[src/rtl/mollusc_mem_pkg.sv]
`default_nettype none
// ============================================================================
// Module      : mollusc_mem_pkg
// Description : Shared types and defaults for the memory-port arbiter slice.
// Revision    : 1.0 - initial release
// ============================================================================
package mollusc_mem_pkg;

    localparam int c_ADDR_W_DEFAULT = 32;
    localparam int c_DATA_W_DEFAULT = 32;
    localparam int c_STARVE_W       = 4;

    typedef enum logic [2:0] {
        ST_IDLE    = 3'd0,
        ST_ISSUE_I = 3'd1,
        ST_ISSUE_D = 3'd2,
        ST_WAIT_I  = 3'd3,
        ST_WAIT_D  = 3'd4
    } state_t;

endpackage
`default_nettype wire

[src/rtl/mem_arb_select.sv]
`default_nettype none
// ============================================================================
// Module      : mem_arb_select
// Description : Combinational D-over-I priority select with starvation guard.
// Revision    : 1.0 - initial release
// ============================================================================
module mem_arb_select
    import mollusc_mem_pkg::*;
#(
    parameter int STARVE_LIMIT = 4
) (
    input  logic [2:0]            state,
    input  logic                  i_req,
    input  logic                  i_flush,
    input  logic                  d_req,
    input  logic [c_STARVE_W-1:0] starve_cnt,
    output logic                  i_req_eff,
    output logic                  i_ack,
    output logic                  d_ack
);

    localparam logic [c_STARVE_W-1:0] c_LIMIT = c_STARVE_W'(STARVE_LIMIT);

    logic w_idle;

    assign w_idle    = (state == ST_IDLE);
    assign i_req_eff = i_req & ~i_flush;
    // D loses only when fetch has waited through STARVE_LIMIT data grants
    assign d_ack     = w_idle & d_req & (~i_req_eff | (starve_cnt < c_LIMIT));
    assign i_ack     = w_idle & i_req_eff & ~d_ack;

endmodule
`default_nettype wire

[src/rtl/mem_port_arbiter.sv]
`default_nettype none
// ============================================================================
// Module      : mem_port_arbiter
// Description : Shares one memory bus between fetch (I) and data (D) ports,
//               one transaction in flight, with fetch-flush response dropping.
// Revision    : 1.0 - initial release
// ============================================================================
module mem_port_arbiter
    import mollusc_mem_pkg::*;
#(
    parameter int ADDR_W       = c_ADDR_W_DEFAULT,
    parameter int DATA_W       = c_DATA_W_DEFAULT,
    parameter int STARVE_LIMIT = 4
) (
    input  logic              clk,
    input  logic              rst,
    input  logic              i_req,
    input  logic [ADDR_W-1:0] i_addr,
    input  logic              i_flush,
    output logic              i_ack,
    output logic              i_rvalid,
    output logic [DATA_W-1:0] i_rdata,
    input  logic              d_req,
    input  logic [ADDR_W-1:0] d_addr,
    input  logic              d_we,
    input  logic [DATA_W-1:0] d_wdata,
    output logic              d_ack,
    output logic              d_rvalid,
    output logic [DATA_W-1:0] d_rdata,
    output logic              bus_req,
    output logic [ADDR_W-1:0] bus_addr,
    output logic              bus_we,
    output logic [DATA_W-1:0] bus_wdata,
    input  logic              bus_accept,
    input  logic              bus_rvalid,
    input  logic [DATA_W-1:0] bus_rdata
);

    localparam logic [c_STARVE_W-1:0] c_LIMIT = c_STARVE_W'(STARVE_LIMIT);

    state_t                r_state;
    state_t                w_state_next;
    logic                  r_drop;
    logic [c_STARVE_W-1:0] r_starve_cnt;
    logic                  w_i_req_eff;

    mem_arb_select #(
        .STARVE_LIMIT (STARVE_LIMIT)
    ) u_select (
        .state      (r_state),
        .i_req      (i_req),
        .i_flush    (i_flush),
        .d_req      (d_req),
        .starve_cnt (r_starve_cnt),
        .i_req_eff  (w_i_req_eff),
        .i_ack      (i_ack),
        .d_ack      (d_ack)
    );

    always_ff @(posedge clk) begin
        if (rst) begin
            r_state <= ST_IDLE;
        end else begin
            r_state <= w_state_next;
        end
    end

    always_comb begin
        w_state_next = r_state;
        case (r_state)
            ST_IDLE: begin
                if (d_ack) begin
                    w_state_next = ST_ISSUE_D;
                end else if (i_ack) begin
                    w_state_next = ST_ISSUE_I;
                end
            end
            ST_ISSUE_I: if (bus_accept) w_state_next = ST_WAIT_I;
            ST_ISSUE_D: if (bus_accept) w_state_next = ST_WAIT_D;
            ST_WAIT_I:  if (bus_rvalid) w_state_next = ST_IDLE;
            ST_WAIT_D:  if (bus_rvalid) w_state_next = ST_IDLE;
            default:    w_state_next = ST_IDLE;
        endcase
    end

    always_ff @(posedge clk) begin
        if (rst) begin
            bus_req      <= 1'b0;
            bus_we       <= 1'b0;
            i_rvalid     <= 1'b0;
            d_rvalid     <= 1'b0;
            r_drop       <= 1'b0;
            r_starve_cnt <= '0;
        end else begin
            i_rvalid <= 1'b0;
            d_rvalid <= 1'b0;
            case (r_state)
                ST_IDLE: begin
                    if (d_ack) begin
                        bus_req <= 1'b1;
                        bus_we  <= d_we;
                        if (w_i_req_eff) begin
                            r_starve_cnt <= (r_starve_cnt < c_LIMIT) ? r_starve_cnt + 1'b1 : c_LIMIT;
                        end else begin
                            r_starve_cnt <= '0;
                        end
                    end else if (i_ack) begin
                        bus_req      <= 1'b1;
                        bus_we       <= 1'b0;
                        r_starve_cnt <= '0;
                        r_drop       <= 1'b0;
                    end
                end
                ST_ISSUE_I: begin
                    if (bus_accept) bus_req <= 1'b0;
                    if (i_flush)    r_drop  <= 1'b1;
                end
                ST_ISSUE_D: begin
                    if (bus_accept) bus_req <= 1'b0;
                end
                ST_WAIT_I: begin
                    // a flush arriving with the response still kills it
                    if (bus_rvalid) begin
                        i_rvalid <= ~(r_drop | i_flush);
                        r_drop   <= 1'b0;
                    end else if (i_flush) begin
                        r_drop <= 1'b1;
                    end
                end
                ST_WAIT_D: begin
                    if (bus_rvalid) d_rvalid <= 1'b1;
                end
                default: ;
            endcase
        end
    end

    always_ff @(posedge clk) begin
        if (rst) begin
            bus_addr  <= {ADDR_W{1'bx}};
            bus_wdata <= {DATA_W{1'bx}};
            i_rdata   <= {DATA_W{1'bx}};
            d_rdata   <= {DATA_W{1'bx}};
        end else begin
            if (d_ack) begin
                bus_addr  <= d_addr;
                bus_wdata <= d_wdata;
            end else if (i_ack) begin
                bus_addr  <= i_addr;
            end
            if (r_state == ST_WAIT_I && bus_rvalid) begin
                i_rdata <= bus_rdata;
            end
            if (r_state == ST_WAIT_D && bus_rvalid) begin
                d_rdata <= bus_we ? {DATA_W{1'bx}} : bus_rdata;
            end
        end
    end

endmodule
`default_nettype wire
[config.mk]
export PLATFORM = sky130hd
export DESIGN_NAME = mem_port_arbiter
export DESIGN_NICKNAME = d
export VERILOG_FILES = /design/src/rtl/mollusc_mem_pkg.sv /design/src/rtl/mem_arb_select.sv /design/src/rtl/mem_port_arbiter.sv
export SDC_FILE = /design/constraint.sdc
export NUM_CORES = 1
export LEC_CHECK = 0
export CORE_MARGIN = 2
export CORE_UTILIZATION = 39
export DETAILED_ROUTE_END_ITERATION = 8
export HOLD_SLACK_MARGIN = 0.08
export PLACE_DENSITY = 0.86
export SYNTH_ARGS = -nofsm -noshare
export SYNTH_HDL_FRONTEND = slang
export SYNTH_SLANG_ARGS = --single-unit
[constraint.sdc]
create_clock -name clk -period 3.2 [get_ports clk]
set_clock_uncertainty 0.05 [all_clocks]
set_input_delay 0.32 -clock clk [delete_from_list [all_inputs] [get_ports clk]]
set_output_delay 0.32 -clock clk [all_outputs]
set_load 0.02 [all_outputs]
# Word-level counts from Yosys, hierarchy flattened
# Index checks and enable logic that the tools add are counted.
# totals
regBits,140
input_bits,136
out_inout_bits,134
word_cells,87
# op_classes
addsub,1
n_lt_le_gt_ge,1
eq_ne,11
muxes,31
bitwise,14
reduce_logical,18
# ops
op,count
$mux 32,10
$mux 4,4
$mux 3,5
$pmux 3 s4,1
$reduce_bool 2->1,5
$mux 1,9
$ne 2x2->1 const B,4
$not 1->1,7
$eq 3x2->1 const B,2
$reduce_and 3->1,2
$reduce_bool 3->1,2
$reduce_or 2->1,3
$and 1x1->1,5
$add 4x1->4 const B,1
$lt 4x3->1 const B,1
$ne 2x1->1 const B,2
$reduce_and 4->1,1
$eq 3x1->1 const B,1
$eq 3x3->1 const B,1
$logic_not 3->1,1
$ne 3x2->1 const B,1
$pmux 1 s3,1
$reduce_or 3->1,1
$logic_and 1x1->1,2
3 further kinds,4

# Longest topological paths before layout
# Gate-level depths: netlist (run 1).
# depth
ltp_word,10
ltp_mapped,7
ltp_nobuf,5

# Cells and area by module
# A second synthesis (run 1) with hierarchy kept.
# hier_totals
hier_cells,243
hier_area_um2,4877.2
# by_module_without_submodules
module,n_inst,cells_per_inst,area_each_um2,seq_area_each_um2
mem_port_arbiter,1,236,4828.4,4083.9
mem_arb_select,1,7,48.8,0.0

# Worst setup path after synthesis (run 1)
# Ideal clock, no wire load.
# synth_path
kind,register -> register
startpoint,register r_state[2]
endpoint,"register i_rdata[0], enable pin"
setup_ps,428
arrival_time_ps,2154
setup_slack_ps,568
path_stages_with_launch,4
path_buffers,1
path_cell_list,dfxtp_1 -> buf_6 -> nand2b_1 -> o21bai_1
# synth_via
elab_chain_cells,3
# synth_lines
item,line,text
"start, declared",mem_port_arbiter.sv:41,state_t r_state;
"start signal, assigned",mem_port_arbiter.sv:64,r_state <= w_state_next;
$eq 3x2->1,mem_port_arbiter.sv:151,if (r_state == ST_WAIT_I && bus_rvalid) begin
$logic_and 1x1->1,mem_port_arbiter.sv:151,
$reduce_bool 2->1 (no source line),--,
"end signal, assigned",mem_port_arbiter.sv:142,i_rdata <= {DATA_W{1'bx}};
"end signal, assigned",mem_port_arbiter.sv:152,i_rdata <= bus_rdata;
"end, declared",mem_port_arbiter.sv:22,"output logic [DATA_W-1:0] i_rdata,"
# Every way passes these cells.
# A chain may end at the register's enable or synchronous reset.

# Worst setup path in the final report (run 1)
# layout_path
startpoint,register r_state[2]
endpoint,output i_ack
# layout_via
elab_chain_cells,5
word_cells_on_any_way,6
# layout_lines
item,line,text
$logic_not 3->1 (*),mem_arb_select.sv:26,assign w_idle = (state == ST_IDLE);
$and 1x1->1 (2 in a row),mem_arb_select.sv:29,assign d_ack = w_idle & d_req & (~i_req_eff | (starve_cnt < c_LIMIT));
$not 1->1,mem_arb_select.sv:30,assign i_ack = w_idle & i_req_eff & ~d_ack;
$and 1x1->1 (*),mem_arb_select.sv:30,
"end, declared",mem_port_arbiter.sv:20,"output logic i_ack,"
# Every way passes the cells marked *; elsewhere a longest branch is shown, timed or not.

==> run summary, run 1 <==
status = finished, final reports clean
Clock Latency Late Sink = 400 ps
CP Capture Type = output port
post-synth cell types = 35
Clock Pin Slew Worst Setup and Hold Paths = 60 ps
Syn Std Cell Area = 4940 sq um
# DRC = 0
Total Power = 6.38 mW
final setup margin = 652 ps
Post-Syn Area per Cell = 15.9 sq um
port bufs = 269
chip width = 117 um
MaxCap Viol Count = 0
Setup violations, final = 0
Period minus WS final = 2550 ps
first-pass GRT wire length = 18500 um
routability cong. = 0.789
sequential-to-total area share from yosys stat = 82.7%
worst slack, placed = 736 ps
Critical Path End = i_ack
fillers = 881
htree depth = 4
placed cell areas = 7830 sq um
setup TNS = 0 ps
fin area = 8450 sq um
Ys Warns = 0
Num CTS Buffers = 17
CTS tree = done
CP max-delay cell = clkdlybuf4s50_1
Cells after Synth = 310
final hold viol count = 0
post_cts resized = 0
Inserted Diodes = 0
Most used DFF post-synth = edfxtp_1
CTS Root Buffer Type = clkbuf_16
Remaining Overflow, GRT = 0
maximum vdd drop = 0.504 mV
Syn Nets = 447
total track usage = 18.4%
row cnt = 41
area delta synth->final = 71.1%
Worst Tran Pin Value = 957 ps
# IOs = 270
FF-to-FF End = i_rdata[6]
Hold/Removal Path Class = flip-flop to flip-flop
max-slew violations = 0
worst-path maximum fanout = 11
Detailed Route WL = 12900 um
worst path required time = 2830 ps
post-detail-place hpwl = 9490 um
maximum clock rate = 392 MHz
initial antenna violation count = 0
CTS max path bufs = 2
die area = 13600 sq um
Buf/Inv on CP = 1
CTS sink count = 140
kind of cell adding the most delay to the critical path = buffers and inverters
share of cells above drive strength 1 = 7.77%
post-CTS setup buffers = 0
PD cells = 755 nW/um^2
TritonRoute pass-1 iters = 5
DR vias/cell = 4.59
EDFF count, synth = 128
reg2reg setup slack = 1070 ps
fin nets = 729
Synth async-reset ratio = 0%
Final period util = 79.6%
critical path depth in cells = 3
RSZ-0062 raised after global routing = no
Critical path origin = r_state[2]
core area = 12500 sq um
commonest non-fill, non-tap cell in the layout = clkdlybuf4s50_1
vias in the first global route = 3490
number of nets with antenna violations after routing = 0
commonest non-fill, non-tap cells in the layout = clkdlybuf4s50_1 (269), edfxtp_1 (128), nand2_1 (103)
initial core utilization = 39.6%
largest net degree at the start of global routing = 35
Worst Reg2Reg Path Length in Cells = 2
CP peak stage delay = 670 ps
drt wl/cell = 16.6 um
final hold slack = 389 ps
Leakage = 3.17 nW
Iteration-0 DRC Markers = 292
RR Startpoint = r_state[1]
CP Data Arrival Time = 2180 ps
worst path cell trace = or3_4 > a211oi_2 > clkdlybuf4s50_1
count of hold buffers inserted by post-cts repair = 0
routed vias = 3565
relative max-transition margin = 36.0%
flop and latch count out of synthesis = 140
Die Y-Extent = 117 um
Critical Path Start Type = flip-flop
CP Class = flip-flop to output port
[kinds of logic (layout without fill, tap and decap cells)]
family | count (synthesis) | count (layout) | synth area share [%]
XOR/XNOR | 1 | 1 | 0.177
adder cells (fa/ha/maj) | 1 | 1 | 0.253
buffers and inverters | 16 | 311 | 1.77
AND/OR/NAND/NOR | 129 | 129 | 11.1
multiplexers | 1 | 1 | 0.203
AO/OA/AOI/OAI | 22 | 22 | 3.75
flip-flops | 140 | 140 | 82.7
[worst min-delay path by stage]
stage	from	endpoint	cells after the start	slack, ps
global route	d_wdata[18]	bus_wdata[18]	1	400
finish	r_starve_cnt[3]	r_starve_cnt[3]	2	390
detailed placement	r_starve_cnt[3]	r_starve_cnt[3]	2	380
CTS	r_starve_cnt[3]	r_starve_cnt[3]	2	390
global placement	r_starve_cnt[3]	r_starve_cnt[3]	2	370
floorplan	rst	bus_req	1	350
[cell type report]
type / count / area (sq um) / share of cell area, %
Sequential cell: 140 / 4080 / 48.3
Clock inverter: 15 / 198 / 2.34
Inverter: 5 / 18.8 / 0.222
Timing Repair Buffer: 274 / 2730 / 32.3
Multi-Input combinational cell: 154 / 777 / 9.20
Clock buffer: 17 / 425 / 5.04
Tap cell: 172 / 215 / 2.55
[Yosys cell counts, types with 2 or more instances]
| library cell | instances | area, sq um |
|---|---|---|
| nor3_1 | 2 | 10.0 |
| buf_6 | 2 | 22.5 |
| buf_2 | 7 | 35.0 |
| a21oi_1 | 3 | 15.0 |
| nand2b_1 | 6 | 37.5 |
| nor3_4 | 2 | 32.5 |
| nor2_1 | 10 | 37.5 |
| nand2_1 | 103 | 387 |
| dfxtp_1 | 12 | 240 |
| edfxtp_1 | 128 | 3840 |
| a22oi_1 | 3 | 22.5 |
| a211oi_1 | 5 | 37.5 |
| inv_1 | 4 | 15.0 |
| a221oi_1 | 2 | 17.5 |
[stage by stage]
step                std cells  util (%)
detailed placement        745      62.8
finish                    777      67.8
CTS                       777      67.8
floorplan                 310         -
global route              777      67.8
global placement          745      62.8
[metal layers]
layer  wire (um)  GRT usage [%]
met5           0              0
met4          88           4.76
met3        1490           8.30
met2        6680           32.6
met1        4650           20.1
[sequential cells by signal, summed over array words and instances, names as in the netlist]
register and count:
bus_wdata 32, d_rdata 32, bus_req 1, r_state 3, r_drop 1, r_starve_cnt 4
bus_we 1, d_rvalid 1, i_rvalid 1, i_rdata 32, bus_addr 32
[worst reg2reg max path, stage by stage (launching register included)]
cell and delay (ps):
dfxtp_1 600, nand2_1 280, o21bai_4 810
[power by group]
| part | internal (mW) | leakage (nW) | total, mW | switching [mW] |
|---|---|---|---|---|
| registers | 2.42 | 1.37 | 2.56 | 0.141 |
| clock network | 1.26 | 0.300 | 2.05 | 0.793 |
| logic | 0.809 | 1.50 | 1.77 | 0.963 |
| total | 4.48 | 3.17 | 6.38 | 1.90 |
Note: power is estimated with default switching activity, not from simulation.
==> run 2: changes to the inputs <==
CORE_UTILIZATION = 35   (was 39)
PLACE_DENSITY = 0.81   (was 0.86)
clock period = 2.1 ns   (was 3.2 ns; I/O delays follow)
==> run 2 against run 1 <==
  * Sequential share of layout area is 0.33 points lower
  * Power grew 49%
  * Largest cell class unchanged
  * Die area increased by 11%
  * Critical path type unchanged
  * Non-clock buffer count rose by 9
  * Critical path depth rose by 2
  * Combinational power rose by 63%
==> run summary, run 2 (synthesized netlist as in run 1, its figures left out) <==
relative max-transition margin = 69.3% (+33 points)
Inserted Diodes = 0 (unchanged)
P_sw = 2.86 mW (+51%)
Net Sw Frac = 30.1% (+0.39 points)
core area = 13800 sq um (+11%)
post-detail-place hpwl = 10800 um (+14%)
internal power = 6.64 mW (+48%)
worst slack, placed = 53.1 ps (-683 ps)
Hold Startpoint = d_wdata[6]
Clock power frac = 29.0% (-3.1 points)
CTS max path bufs = 2 (unchanged)
largest net degree at the start of global routing = 35 (unchanged)
port bufs = 269 (unchanged)
# DRC = 0 (unchanged)
Final period util = 94.2%
placed cell areas = 7960 sq um (+1.7%)
MaxCap Viol Count = 0 (unchanged)
die area = 15100 sq um (+11%)
setup TNS = 0 ps (unchanged)
total track usage = 18.5% (+0.14 points)
worst path required time = 1840 ps (-990 ps)
count of hold buffers inserted by post-cts repair = 0 (unchanged)
first-pass GRT wire length = 20100 um (+8.6%)
final setup margin = 123 ps (-529 ps)
Cells after DPL = 762 (+2.3%)
fillers = 990 (+12%)
Critical Path Start Type = flip-flop
final hold slack = 300 ps (-89.9 ps)
CTS sink count = 140 (unchanged)
post-CTS setup buffers = 0 (unchanged)
chip width = 123 um (+5.4%)
final hold viol count = 0 (unchanged)
CP Capture Type = output port
CP Data Arrival Time = 1720 ps (-460 ps)
Remaining Overflow, GRT = 0 (unchanged)
number of nets with antenna violations after routing = 0 (unchanged)
drt wl/cell = 18.0 um (+8.3%)
share of cells above drive strength 1 = 8.63% (+0.86 points)
hold endpoint = bus_wdata[6]
maximum clock rate = 506 MHz
Worst Tran Pin Value = 459 ps (-498 ps)
hold depth = 1 (-1)
combinational share of power = 30.4% (+2.6 points)
Num CTS Buffers = 17 (unchanged)
Iteration-0 DRC Markers = 229 (-22%)
Clock Pin Slew Worst Setup and Hold Paths = 60 ps (about the same)
TritonRoute pass-1 iters = 4 (-1)
PD cells = 1120 nW/um^2 (+48%)
initial core utilization = 35.7% (-3.9 points)
initial antenna violation count = 0 (unchanged)
fin nets = 738 (+1.2%)
Die Y-Extent = 123 um (+5.4%)
reg2reg setup slack = 330 ps (-740 ps)
sequential fraction of design power = 40.5% (+0.4 points)
Period minus WS final = 1980 ps
Total Power = 9.50 mW (+49%)
Clock Latency Late Sink = 410 ps (about the same)
Detailed Route WL = 14300 um (+11%)
# IOs = 270 (unchanged)
htree depth = 4 (unchanged)
RSZ-0062 raised after global routing = no
Leakage = 3.20 nW (+0.95%)
max-slew violations = 0 (unchanged)
CTS tree = done
row cnt = 43 (+4.9%)
commonest non-fill, non-tap cells in the layout = clkdlybuf4s50_1 (267), edfxtp_1 (128), nand2_1 (103)
CP Class = flip-flop to output port
Layout Utilization = 61.5% (-6.2 points)
worst-path maximum fanout = 10 (-1)
CTS Root Buffer Type = clkbuf_16
area delta synth->final = 72.3%
routability cong. = 0.871 (+10%)
maximum vdd drop = 0.491 mV (-2.5%)
RR Startpoint = r_state[2]
status = finished, final reports clean
routed vias = 3584 (+0.53%)
Worst Reg2Reg Path Length in Cells = 6 (+4)
commonest non-fill, non-tap cell in the layout = clkdlybuf4s50_1
vias in the first global route = 3591 (+2.9%)
Final Non-Filler Cells = 794 (+2.2%)
FF-to-FF End = bus_wdata[16]
Hold/Removal Path Class = primary input to flip-flop
Setup violations, final = 0 (unchanged)
fin area = 8510 sq um (+0.70%)
DR vias/cell = 4.51 (-1.6%)
-- run 2: changes by cell type in the layout (fill, tap and decap cells not counted), moves of 2 or more --
cell             before  now
clkinvlp_4            2    5
buf_4                 5    9
clkbuf_1              0    2
clkdlybuf4s50_1     269  267
clkinv_2              0    2
buf_12                0    5
inv_6                 7    1
dlygate4sd2_1         0    2
bufinv_16             3    1
-- run 2: worst max-delay path: stages, from the launching register on --
cell	delay, ps
dfxtp_1	310
buf_4	170
nor3_4	230
o211ai_4	120
inv_2	90
dlygate4sd2_1	380
-- run 2: timing repair --
item / CTS / global route
setup endpoints to repair: 2 / 0
endpoints found under the hold margin: 0 / 0
gates resized for setup: 2 / 0
-- run 2: area by class of cell --
cell class	count	area (sq um)	area share [%]
Clock buffer	19	433	5.09
Clock inverter	13	119	1.40
Inverter	5	18.8	0.221
Multi-Input combinational cell	154	769	9.05
Sequential cell	140	4080	48.0
Tap cell	180	225	2.65
Timing Repair Buffer	283	2860	33.6
-- run 2: per-layer routing --
layer / wire length [um] / up-vias / part of all wire, % / track usage (%)
met5: 0 / - / 0 / 0
met2: 7830 / 166 / 55 / 34.0
met3: 1030 / 23 / 7.2 / 5.11
li1: - / 1697 / - / -
met4: 330 / 0 / 2.3 / 8.91
met1: 5090 / 1698 / 36 / 19.4
-- run 2: worst max-delay path by stage --
stage / to / cells past startpoint / startpoint / slack (ps)
floorplan: bus_addr[0] / 4 / r_state[0] / 50
global placement: d_ack / 5 / i_flush / 40
detailed placement: d_ack / 5 / i_flush / 50
CTS: i_ack / 3 / r_state[1] / 80
global route: i_ack / 3 / r_state[1] / 3
finish: d_ack / 5 / r_state[2] / 120
-- run 2: power groups by stage --
stage | Combinational, mW | Clock, mW | Sequential (mW)
5_1_grt | 3.08 | 2.94 | 3.90
2_1_floorplan | 0.827 | 0 | 4.47
6_report | 2.89 | 2.76 | 3.85
4_1_cts | 2.93 | 2.83 | 3.86
3_5_place_dp | 2.93 | 0 | 3.91
3_3_place_gp | 2.86 | 0 | 3.88
